### src/rtl/serial_add_pkg.sv
// Shared definitions for the bit-serial adder controller: FSM state encodings
// and the default operand width.
package serial_add_pkg;

    localparam int DEFAULT_WIDTH = 8;

    typedef enum logic [1:0] {
        ST_IDLE = 2'd0,
        ST_RUN  = 2'd1,
        ST_DONE = 2'd2
    } state_t;

endpackage

### src/rtl/serial_fa_slice.sv
// Combinational 1-bit full adder built from two half-adder stages.
module serial_fa_slice (
    input  logic a,
    input  logic b,
    input  logic ci,
    output logic s,
    output logic co
);

    logic hs1;
    logic hc1;
    logic hc2;

    // The first half adder combines the operand bits; the second folds in carry-in.
    assign hs1 = a ^ b;
    assign hc1 = a & b;
    assign s   = hs1 ^ ci;
    assign hc2 = hs1 & ci;
    assign co  = hc1 | hc2;

endmodule

### src/rtl/serial_add_ctrl.sv
// Bit-serial adder controller: loads an operand pair, adds it LSB-first through a
// single full-adder slice, and returns sum/cout over a valid/ready handshake.
module serial_add_ctrl
    import serial_add_pkg::*;
#(
    parameter  int WIDTH = DEFAULT_WIDTH,
    localparam int CNT_W = $clog2(WIDTH)
) (
    input  logic             clk,
    input  logic             rst,
    input  logic             in_valid,
    output logic             in_ready,
    input  logic [WIDTH-1:0] a,
    input  logic [WIDTH-1:0] b,
    input  logic             cin,
    output logic             out_valid,
    input  logic             out_ready,
    output logic [WIDTH-1:0] sum,
    output logic             cout,
    output logic             busy
);

    state_t             state_q;
    state_t             state_d;
    logic [WIDTH-1:0]   a_sh;
    logic [WIDTH-1:0]   b_sh;
    logic [WIDTH-1:0]   sum_sh;
    logic [WIDTH-1:0]   sum_q;
    logic               cout_q;
    logic               carry_q;
    logic [CNT_W-1:0]   cnt_q;
    logic               slice_s;
    logic               slice_co;
    logic               last_bit;

    serial_fa_slice u_slice (
        .a  (a_sh[0]),
        .b  (b_sh[0]),
        .ci (carry_q),
        .s  (slice_s),
        .co (slice_co)
    );

    assign last_bit = (cnt_q == CNT_W'(WIDTH - 1));

    always_ff @(posedge clk) begin
        if (rst) begin
            state_q <= ST_IDLE;
        end else begin
            state_q <= state_d;
        end
    end

    always_comb begin
        state_d   = state_q;
        in_ready  = 1'b0;
        out_valid = 1'b0;
        busy      = 1'b0;
        case (state_q)
            ST_IDLE: begin
                in_ready = 1'b1;
                if (in_valid) begin
                    state_d = ST_RUN;
                end
            end
            ST_RUN: begin
                busy = 1'b1;
                if (last_bit) begin
                    state_d = ST_DONE;
                end
            end
            ST_DONE: begin
                busy      = 1'b1;
                out_valid = 1'b1;
                if (out_ready) begin
                    state_d = ST_IDLE;
                end
            end
            default: state_d = ST_IDLE;
        endcase
    end

    // The result registers update only on the final bit, so sum/cout hold their
    // last value outside DONE instead of showing partial sums during RUN.
    always_ff @(posedge clk) begin
        if (rst) begin
            a_sh    <= '0;
            b_sh    <= '0;
            sum_sh  <= '0;
            sum_q   <= '0;
            cout_q  <= 1'b0;
            carry_q <= 1'b0;
            cnt_q   <= '0;
        end else begin
            case (state_q)
                ST_IDLE: begin
                    if (in_valid) begin
                        a_sh    <= a;
                        b_sh    <= b;
                        carry_q <= cin;
                        cnt_q   <= '0;
                    end
                end
                ST_RUN: begin
                    a_sh    <= a_sh >> 1;
                    b_sh    <= b_sh >> 1;
                    sum_sh  <= {slice_s, sum_sh[WIDTH-1:1]};
                    carry_q <= slice_co;
                    if (last_bit) begin
                        sum_q  <= {slice_s, sum_sh[WIDTH-1:1]};
                        cout_q <= slice_co;
                    end else begin
                        cnt_q <= cnt_q + CNT_W'(1);
                    end
                end
                default: ;
            endcase
        end
    end

    assign sum  = sum_q;
    assign cout = cout_q;

endmodule

### config.mk
export PLATFORM = sky130hd
export DESIGN_NAME = serial_add_ctrl
export DESIGN_NICKNAME = d
export VERILOG_FILES = /design/src/rtl/serial_add_pkg.sv /design/src/rtl/serial_fa_slice.sv /design/src/rtl/serial_add_ctrl.sv
export SDC_FILE = /design/constraint.sdc
export NUM_CORES = 1
export LEC_CHECK = 0
export CORE_MARGIN = 2
export CORE_UTILIZATION = 30
export DETAILED_ROUTE_END_ITERATION = 7
export PLACE_DENSITY = 0.53
export SYNTH_ARGS = -nofsm -noshare
export SYNTH_HDL_FRONTEND = slang
export SYNTH_SLANG_ARGS = --single-unit
export TNS_END_PERCENT = 20
### constraint.sdc
create_clock -name clk -period 1.95 [get_ports clk]
set_clock_uncertainty 0.2 [all_clocks]
set_input_delay 0.39 -clock clk [delete_from_list [all_inputs] [get_ports clk]]
set_output_delay 0.39 -clock clk [all_outputs]
set_load 0.1 [all_outputs]
### Word level (Yosys, flattened, before mapping)

Cells that the tools add are included.

* bitwise gates (word level): 5
* eq/ne operators: 7
* mux-type cells: 16
* reductions and logical operators: 7
* add/sub/neg operators: 1

Operators by type and width (number)
* $pmux 8 s2: 2
* $mux 8: 2
* $ne 2x2->1 const B: 4
* $mux 2: 3
* $mux 3: 2
* $pmux 2 s3: 1
* $pmux 3 s2: 1
* $reduce_and 3->1: 2
* $mux 1: 4
* $reduce_and 2->1: 2
* $add 3x1->3 const B: 1
* $eq 3x3->1 const B: 1
* $and 1x1->1: 2
* $eq 2x1->1 const B: 1
* $eq 2x2->1 const B: 1
* $logic_not 2->1: 1
* $pmux 1 s2: 1
* $reduce_bool 2->1: 1
* $reduce_or 2->1: 1
* $xor 1x1->1: 2
* $or 1x1->1: 1

* register bits: 39
* input bits: 21

### Longest topological paths before layout

Gate-level depths: netlist of the first run.

* word-level depth: 4
* depth in mapped cells: 7

### Modules after synthesis

From an unflattened synthesis of the first run, not the netlist that was laid out.

* cells, all modules: 173
* area total of the unflattened synthesis: 1724.2 µm²

By module, submodules not included
* serial_add_ctrl: instances 1, sequential area each 760.7 µm², cells an instance 172, area an instance 1704.1 µm²
* serial_fa_slice: instances 1, sequential area each 0.0 µm², cells an instance 1, area an instance 20.0 µm²

### Worst setup path before layout of the first run

No wires, ideal clock.

* path type: reg-to-reg
* from: register state_q[0]
* to: register cnt_q[0]
* cell stages (with the launch flop): 6
* clock period less this slack: 2.262 ns
* required time: 1.629 ns
* arrival: 1.942 ns
* setup time: 0.121 ns
* buffers on the path: 0
* slack: -0.312 ns
* cell sequence: dfxtp_1 -> inv_1 -> ha_1 -> mux2_4 -> a21oi_2 -> mux2_2

* longest elaborated chain between the ends: 3

RTL lines
* start, declared: line serial_add_ctrl.sv:23 `state_t state_q;`
* start signal, assigned: line serial_add_ctrl.sv:50 `state_q <= state_d;`
* $eq 2x1->1 or $logic_not 2->1 (tied branches): line serial_add_ctrl.sv:95 `case (state_q)`
* $ne 2x2->1 (no source line) or $reduce_bool 2->1 (tied branches)
* $reduce_and 3->1 (no source line)
* end signal, assigned: line serial_add_ctrl.sv:113 `cnt_q <= cnt_q + CNT_W'(1);`
* end, declared: line serial_add_ctrl.sv:31 `logic [CNT_W-1:0] cnt_q;`

Parallel ways exist; a longest one is shown, timed or not.
A chain may end at the register's enable or synchronous reset.

### Worst setup path in the final report of the first run

* from: register state_q[0]
* to: output port out_valid

* longest elaborated chain between the ends: 2

RTL lines
* $eq 2x2->1: line serial_add_ctrl.sv:59 `case (state_q)`
* $mux 1: line serial_add_ctrl.sv:59
* end, declared: line serial_add_ctrl.sv:16 `output logic out_valid,`

Every way passes these cells.

==> flow_metrics.env, run 1 <==
export IMPL_std_cell_rows=28
export IMPL_finalHoldViolations=0
export IMPL_core_sq_um=5890
export IMPL_vdd_ir_drop_max_v=0.00147
export IMPL_dieHeight_microns=81.7
export IMPL_final_nets=230
export IMPL_placed_cells=270
export IMPL_ant_nets=0
export IMPL_arrival_ns=1.27
export IMPL_post_route_period_util=0.955
export IMPL_die_area_sq_um=6670
export IMPL_syn_avg_cell_area_sq_um=10.8
export IMPL_hold_class="in2reg"
export IMPL_slowest_stage="dfxtp_1"
export IMPL_antenna_found_initial=0
export IMPL_avgRoutedWirePerCell_microns=11.7
export IMPL_cp_slowest_stage_delay_ns=0.41
export IMPL_ctsHoldBuffers=0
export IMPL_timing_fmax_ghz=0.537
export IMPL_ios=33
export IMPL_holdWs_ns=0.251
export IMPL_postPlaceCellArea_sq_um=2320
export IMPL_cts_tree="yes"
export IMPL_drc=0
export IMPL_grt_pass1_wl_mm=5.71
export IMPL_path_class="reg2out"
export IMPL_cp_cell_sequence="inv_1, ha_1, buf_12"
export IMPL_synthAdderAreaFrac=0.0526
export IMPL_cts_root_buf="clkbuf_8"
export IMPL_slew_headroom=0.787
export IMPL_seq_area_frac_synth=0.420
export IMPL_fin_crit_ns=1.86
export IMPL_cts_htree_levels=2
export IMPL_crit_fanout=4
export IMPL_synthArstFlopShare=0
export IMPL_synth_edf_count=0
export IMPL_grt_max_degree=21
export IMPL_status="finished clean"
export IMPL_io_buffers=32
export IMPL_p_leak_nw=0.888
export IMPL_worst_skew_pair_late_latency_ns=0.29
export IMPL_yosys_area_top_type="dfxtp_1"
export IMPL_die_width_microns=81.7
export IMPL_drt_wl_total_mm=3.25
export IMPL_crit_buf_inv=2
export IMPL_start_util=0.307
export IMPL_setup_viol=0
export IMPL_drive_above_1_share=0.315
export IMPL_drv_slew=0
export IMPL_num_vias=1219
export IMPL_viasPerCell=4.38
export IMPL_tightest_slew_ns=0.318
export IMPL_gp_congestion=0.691
export IMPL_synthDistinctLibCells=24
export IMPL_synth_top_family_by_area="multiplexers"
export IMPL_syn_inst=168
export IMPL_grt_total_usage=0.114
export IMPL_worstSetupStartpointType="flop"
export IMPL_ys_ff_latch=38
export IMPL_synthMuxAreaShare=0.158
export IMPL_synth_area_leaders="dfxtp_1 42%, mux2i_1 14%, a211oi_2 10%"
export IMPL_grt_pass1_vias=1231
export IMPL_cts_sinks=38
export IMPL_diodes=0
export IMPL_drt_iter0_markers=47
export IMPL_cts_setup_buffers=0
export IMPL_ys_warn_count=0
export IMPL_critical_path_top_delay_family="flip-flops"
export IMPL_syn_num_nets=196
export IMPL_clk_pin_slew_ns=0.08
export IMPL_fin_setup_tns_ns=0
export IMPL_hpwl_mm=2.31
export IMPL_firstDrtPassIters=2
export IMPL_finalInstanceArea_sq_um=2440
export IMPL_syn2layout_area_growth_pct=34.7
export IMPL_synthSimpleGateAreaFrac=0.148
export IMPL_end_kind="output port"
export IMPL_worstPathRequired_ns=1.36
export IMPL_synth_compound_area_share=0.151
export IMPL_power_density_nw_per_um2=1300
export IMPL_power_total_mw=3.17
export IMPL_cts_resized=0
export IMPL_grt_remaining_overflow=0
export IMPL_synthFlopType="dfxtp_1"
export IMPL_syn_area_sq_um=1810
export IMPL_cts_buffer_depth=2
export IMPL_stdcell_count=278
export IMPL_numCtsBuffers=5
export IMPL_synth_top_area_share=0.420
export IMPL_rsz0062_at_grt="no"
export IMPL_maxCapViolCount=0
export IMPL_synth_xor_area_share=0
-- sequential cells by signal (all words and copies together) (netlist names) --
| register | cells |
|---|---|
| sum_sh | 7 |
| b_sh | 8 |
| state_q | 2 |
| a_sh | 8 |
| carry_q | 1 |
| cnt_q | 3 |
| sum | 8 |
| cout | 1 |
-- cells by family after synthesis --
group / count (synthesis)
AND/OR/NAND/NOR: 52
flip-flops: 38
multiplexers: 28
adder cells (fa/ha/maj): 7
buffers and inverters: 15
AO/OA/AOI/OAI: 28
-- worst reg2reg max path: stages, from the launching register on --
cell	delay, ns
dfxtp_1	0.36
inv_1	0.10
ha_1	0.27
buf_12	0.19
nand2_2	0.19
a21oi_2	0.11
mux2_2	0.26
-- metrics by stage --
stage	worst slack (ns)	util
floorplan	0.0297	-
global placement	0.148	0.395
detailed placement	0.124	0.395
CTS	0.0674	0.414
global route	0.0103	0.414
finish	0.0880	0.414
-- where the power goes --
part	switching (mW)	internal (mW)	total, mW	leakage [nW]
Clock	0.288	0.380	0.668	0.0504
Combinational	0.770	0.679	1.45	0.527
Sequential	0.118	0.938	1.06	0.311
Total	1.18	2.00	3.17	0.888
-- cells in the mapped netlist, types with 2 or more instances --
cell and number:
a21oi_1 9, inv_1 4, mux2i_1 26, ha_1 6, a22o_1 2, buf_2 5
a211oi_2 15, nor2b_1 3, nand2b_1 3, buf_12 2, nor2_2 15, buf_6 4
dfxtp_1 38, nor2_1 9, nand2_1 18
-- path summary, 6_finish.rpt --
path	startpoint	end	slack, ns	depth (start not counted)
max	state_q[0]$_SDFFE_PP0P_	out_valid	0.09	3
min	rst	a_sh[7]$_SDFFE_PP0P_	0.25	2
max reg2reg	state_q[1]$_SDFFE_PP0P_	cnt_q[0]$_SDFFE_PP0P_	0.16	6
min reg2reg	sum_sh[1]$_SDFFE_PP0N_	sum[0]$_SDFFE_PP0P_	0.26	2
-- cell usage in the layout (no fill, tap or decap), types with 2 or more instances in the layout --
cell             Yosys  layout
inv_1                4       4
a21oi_1              9       9
buf_12               2      15
ha_1                 6       5
clkbuf_8             0       5
mux2i_1             26      26
nand2_1             18      18
dfxtp_1             38      38
nor2_2              15      15
a22o_1               2       2
a211oi_2            15      15
buf_4                0       3
nand2b_1             3       3
nor2_1               9       9
clkdlybuf4s50_1      0      19
nor2b_1              3       3
clkinvlp_4           0       2
-- metal layers --
| metal | GRT usage | up-vias | routed length, microns |
|---|---|---|---|
| li1 | - | 642 | - |
| met1 | 0.139 | 549 | 1570 |
| met2 | 0.176 | 24 | 1440 |
| met3 | 0.0396 | 4 | 174 |
| met4 | 0.0600 | 0 | 63 |
| met5 | 0 | - | 0 |
-- final cells by class --
cell class                 instances  area, sq um
fill                             606         3450
multi-input combinational        115          936
sequential                        38          761
timing repair buffer              38          518
tap                               75         93.8
clock buffer                       5         68.8
clock inverter                     3         45.0
inverter                           4         15.0
Note: power is estimated with default switching activity, not from simulation.
==> run 2: changes to the inputs <==
--- a/config.mk
+++ b/config.mk
@@ -7,2 +7,3 @@
 export LEC_CHECK = 0
+export CORE_ASPECT_RATIO = 2
 export CORE_MARGIN = 2
==> constraint.sdc (replaced) <==
create_clock -name clk -period 1.95 [get_ports clk]
set_clock_uncertainty 0.2 [all_clocks]
set_input_delay 0.2925 -clock clk [delete_from_list [all_inputs] [get_ports clk]]
set_output_delay 0.2925 -clock clk [all_outputs]
set_load 0.1 [all_outputs]
==> flow_metrics.env, run 2 (synthesis gave the netlist of run 1 again) <==
export IMPL_core_sq_um=5910
export IMPL_cts_htree_levels=2
export IMPL_regToRegSetupSlack_ns=0.18
export IMPL_r2r_cells=6
export IMPL_cts_tree="yes"
export IMPL_crit_fanout=18
export IMPL_final_cell_mix="38 x dfxtp_1, 26 x mux2i_1, 19 x clkdlybuf4s50_1"
export IMPL_grt_total_usage=0.108
export IMPL_ctsHoldBuffers=0
export IMPL_std_cell_rows=40
export IMPL_worstSetupStartpointType="flop"
export IMPL_violations="design-rule violations"
export IMPL_grt_pass1_vias=1189
export IMPL_rsz0062_at_grt="no"
export IMPL_antenna_found_initial=0
export IMPL_fin_crit_ns=1.77
export IMPL_clk_pin_slew_ns=0.06
export IMPL_holdWs_ns=0.197
export IMPL_dieHeight_microns=114
export IMPL_reg2reg_to="b_sh[6]$_SDFFE_PP0P_"
export IMPL_power_density_nw_per_um2=1420
export IMPL_arrival_ns=1.72
export IMPL_drt_iter0_markers=27
export IMPL_status="finished, violations left"
export IMPL_path_depth=6
export IMPL_slowest_stage="dfxtp_1"
export IMPL_timing_fmax_ghz=0.566
export IMPL_cp_endpoint="b_sh[6]$_SDFFE_PP0P_"
export IMPL_avgRoutedWirePerCell_microns=11.9
export IMPL_maxCapViolCount=0
export IMPL_firstDrtPassIters=6
export IMPL_cts_buffer_depth=2
export IMPL_final_nets=230
export IMPL_cts_sinks=38
export IMPL_drive_above_1_share=0.315
export IMPL_cp_cell_sequence="inv_1, ha_4, mux2_4, buf_4, nor2_2, a211oi_2"
export IMPL_finalHoldViolations=0
export IMPL_cts_resized=0
export IMPL_grt_pass1_wl_mm=5.53
export IMPL_end_kind="flop"
export IMPL_hold_class="in2reg"
export IMPL_cts_setup_buffers=0
export IMPL_hpwl_mm=2.24
export IMPL_vdd_ir_drop_max_v=0.00108
export IMPL_die_area_sq_um=6710
export IMPL_ios=33
export IMPL_final_common_cell="dfxtp_1"
export IMPL_grt_max_degree=20
export IMPL_path_class="reg2reg"
export IMPL_reg2reg_from="state_q[0]$_SDFFE_PP0P_"
export IMPL_setup_viol=0
export IMPL_io_buffers=32
export IMPL_critical_path_top_delay_family="flip-flops"
export IMPL_drv_slew=0
export IMPL_startpoint="state_q[0]$_SDFFE_PP0P_"
export IMPL_syn2layout_area_growth_pct=37.2
export IMPL_tightest_slew_ns=0.338
export IMPL_post_route_period_util=0.906
export IMPL_diodes=0
export IMPL_fin_setup_tns_ns=0
export IMPL_crit_buf_inv=2
export IMPL_p_leak_nw=0.927
export IMPL_worstPathRequired_ns=1.91
export IMPL_viasPerCell=4.61
export IMPL_ant_nets=0
export IMPL_numCtsBuffers=5
export IMPL_gp_congestion=0.600
export IMPL_grt_remaining_overflow=0
export IMPL_cts_root_buf="clkbuf_16"
export IMPL_drc=1
export IMPL_cp_slowest_stage_delay_ns=0.39
export IMPL_worst_skew_pair_late_latency_ns=0.28
export IMPL_die_width_microns=58.9
export IMPL_start_util=0.306
export IMPL_drt_wl_total_mm=3.18
export IMPL_num_vias=1227
export IMPL_slew_headroom=0.775
[run 2: cell types whose count changed in the layout (fill, tap and decap cells not counted), sizes merged]
| cell | delta |
|---|---|
| clkbuf | +1 |
| clkinvlp | -2 |
| bufinv | +1 |
[run 2: where the power goes]
group / internal [mW] / switching, mW / total (mW)
Sequential: 0.939 / 0.115 / 1.05
Combinational: 0.635 / 0.770 / 1.41
Clock: 0.768 / 0.309 / 1.08
[run 2: stage by stage]
step	area, sq um	power [mW]	setup WS [ns]	util	instances
final	2480	3.54	0.183	0.420	266
after global routing	2480	3.73	0.0163	0.420	266
after CTS	2480	3.58	0.156	0.420	266
after detailed placement	2280	2.49	0.142	0.387	258
after global placement	2280	2.47	0.170	0.387	258
after floorplan	1820	2.27	0.0297	-	168
[run 2: final cells by class]
class	count	area, sq um
fill	574	3420
multi-input combinational	115	936
sequential	38	761
timing repair buffer	38	493
clock buffer	6	139
tap	63	78.8
clock inverter	2	60.1
inverter	4	15.0
[run 2: worst min-delay path by stage]
stage,startpoint,endpoint,slack (ns),cells past startpoint
finish,rst,a_sh[7]$_SDFFE_PP0P_,0.20,2
global route,rst,a_sh[7]$_SDFFE_PP0P_,0.20,2
CTS,rst,a_sh[7]$_SDFFE_PP0P_,0.20,2
detailed placement,sum_sh[1]$_SDFFE_PP0N_,sum[0]$_SDFFE_PP0P_,0.25,2
global placement,sum_sh[1]$_SDFFE_PP0N_,sum[0]$_SDFFE_PP0P_,0.25,2
floorplan,sum_sh[1]$_SDFFE_PP0N_,sum[0]$_SDFFE_PP0P_,0.23,2
[run 2: worst reg2reg max path: stages, from the launching register on]
cell      delay [ns]
dfxtp_1         0.39
inv_1           0.11
ha_4            0.20
mux2_4          0.34
buf_4           0.23
nor2_2          0.13
a211oi_2        0.05
[run 2: routing by layer]
metal | share of wire | wire length, microns | track usage | vias to the layer above
met1 | 0.46 | 1470 | 0.138 | 541
met3 | 0.055 | 176 | 0.0329 | 7
met2 | 0.45 | 1440 | 0.158 | 33
met5 | 0 | 0 | 0 | -
li1 | - | - | - | 646
met4 | 0.027 | 87 | 0.0591 | 0
==> run 3: changes to the inputs <==
- MAX_ROUTING_LAYER: unset -> met4
==> flow_metrics.env, run 3 (synthesis gave the netlist of run 1 again) <==
export IMPL_grt_remaining_overflow=0
export IMPL_rsz0062_at_grt="no"
export IMPL_cts_tree="yes"
export IMPL_post_route_period_util=0.906
export IMPL_syn2layout_area_growth_pct=37.2
export IMPL_maxCapViolCount=0
export IMPL_crit_fanout=18
export IMPL_ctsHoldBuffers=0
export IMPL_cts_setup_buffers=0
export IMPL_slowest_stage="dfxtp_1"
export IMPL_firstDrtPassIters=6
export IMPL_grt_max_degree=20
export IMPL_tightest_slew_ns=0.338
export IMPL_worst_skew_pair_late_latency_ns=0.28
export IMPL_ios=33
export IMPL_fillers=574
export IMPL_violations="design-rule violations"
export IMPL_dp_slack_ns=0.142
export IMPL_drv_slew=0
export IMPL_avgRoutedWirePerCell_microns=11.9
export IMPL_path_class="reg2reg"
export IMPL_cp_slowest_stage_delay_ns=0.39
export IMPL_drc=1
export IMPL_power_density_nw_per_um2=1420
export IMPL_final_cell_mix="38 x dfxtp_1, 26 x mux2i_1, 19 x clkdlybuf4s50_1"
export IMPL_drive_above_1_share=0.315
export IMPL_final_nets=230
export IMPL_final_common_cell="dfxtp_1"
export IMPL_num_vias=1227
export IMPL_finalHoldViolations=0
export IMPL_arrival_ns=1.72
export IMPL_grt_pass1_wl_mm=5.54
export IMPL_antenna_found_initial=0
export IMPL_worstSetupStartpointType="flop"
export IMPL_setup_viol=0
export IMPL_slew_headroom=0.775
export IMPL_die_width_microns=58.9
export IMPL_hpwl_mm=2.24
export IMPL_vdd_ir_drop_max_v=0.00108
export IMPL_drt_iter0_markers=30
export IMPL_grt_total_usage=0.111
export IMPL_diodes=0
export IMPL_status="finished, violations left"
export IMPL_timing_fmax_ghz=0.566
export IMPL_gp_congestion=0.604
export IMPL_grt_pass1_vias=1188
export IMPL_cts_buffer_depth=2
export IMPL_die_area_sq_um=6710
export IMPL_ant_nets=0
export IMPL_clk_pin_slew_ns=0.06
export IMPL_cts_sinks=38
export IMPL_end_kind="flop"
export IMPL_io_buffers=32
export IMPL_cp_cell_sequence="inv_1, ha_4, mux2_4, buf_4, nor2_2, a211oi_2"
export IMPL_start_util=0.306
export IMPL_viasPerCell=4.61
export IMPL_drt_wl_total_mm=3.18
export IMPL_std_cell_rows=40
export IMPL_cts_htree_levels=2
export IMPL_fin_setup_tns_ns=0
export IMPL_dieHeight_microns=114
export IMPL_p_leak_nw=0.927
export IMPL_final_util=0.420
export IMPL_cts_resized=0
export IMPL_fin_crit_ns=1.77
export IMPL_finalWorstSetupSlack_ns=0.184
export IMPL_numCtsBuffers=5
export IMPL_power_total_mw=3.54
export IMPL_core_sq_um=5910
export IMPL_hold_class="in2reg"
export IMPL_worstPathRequired_ns=1.91
export IMPL_cts_root_buf="clkbuf_16"
run 3: cell counts in the layout (fill, tap and decap cells not counted):
Identical to the previous run, type by type.
run 3: layer usage:
metal	vias to the layer above	part of all wire	GRT usage
met1	543	0.46	0.139
li1	644	-	-
met2	34	0.46	0.158
met3	6	0.056	0.0351
met4	0	0.025	0.0591
met5	-	0	-
run 3: area by class of cell:
type | instances | area [sq um] | share of cell area
Clock buffer | 6 | 139 | 0.0559
Clock inverter | 2 | 60.1 | 0.0242
Inverter | 4 | 15.0 | 0.00605
Multi-Input combinational cell | 115 | 936 | 0.377
Sequential cell | 38 | 761 | 0.306
Tap cell | 63 | 78.8 | 0.0318
Timing Repair Buffer | 38 | 493 | 0.199
run 3: path summary, 6_finish.rpt:
kind / startpoint / endpoint / slack, ns / depth (start not counted)
max: state_q[0]$_SDFFE_PP0P_ / b_sh[6]$_SDFFE_PP0P_ / 0.18 / 6
min: rst / a_sh[7]$_SDFFE_PP0P_ / 0.20 / 2
max reg2reg: state_q[0]$_SDFFE_PP0P_ / b_sh[6]$_SDFFE_PP0P_ / 0.18 / 6
min reg2reg: sum_sh[1]$_SDFFE_PP0N_ / sum[0]$_SDFFE_PP0P_ / 0.26 / 2
run 3: worst max-delay path: cells and delay by family (launching register included):
kind	cells	cell delay (ns)
buffers and inverters	2	0.34
flip-flops	1	0.39
multiplexers	1	0.34
AO/OA/AOI/OAI	1	0.05
adder cells (fa/ha/maj)	1	0.20
AND/OR/NAND/NOR	1	0.12
run 3: where the power goes:
| group | switching, mW | internal [mW] | leakage (nW) | total [mW] |
|---|---|---|---|---|
| Clock | 0.310 | 0.768 | 0.0971 | 1.08 |
| Sequential | 0.115 | 0.939 | 0.311 | 1.05 |
| Combinational | 0.771 | 0.635 | 0.519 | 1.41 |
| Total | 1.20 | 2.34 | 0.927 | 3.54 |
run 3: metrics by stage:
step,hold slack (ns),instance area [sq um],cells
after floorplan,0.231,1820,168
after global placement,0.251,2280,258
after detailed placement,0.252,2280,258
after CTS,0.197,2480,266
after global routing,0.201,2480,266
final,0.198,2480,266
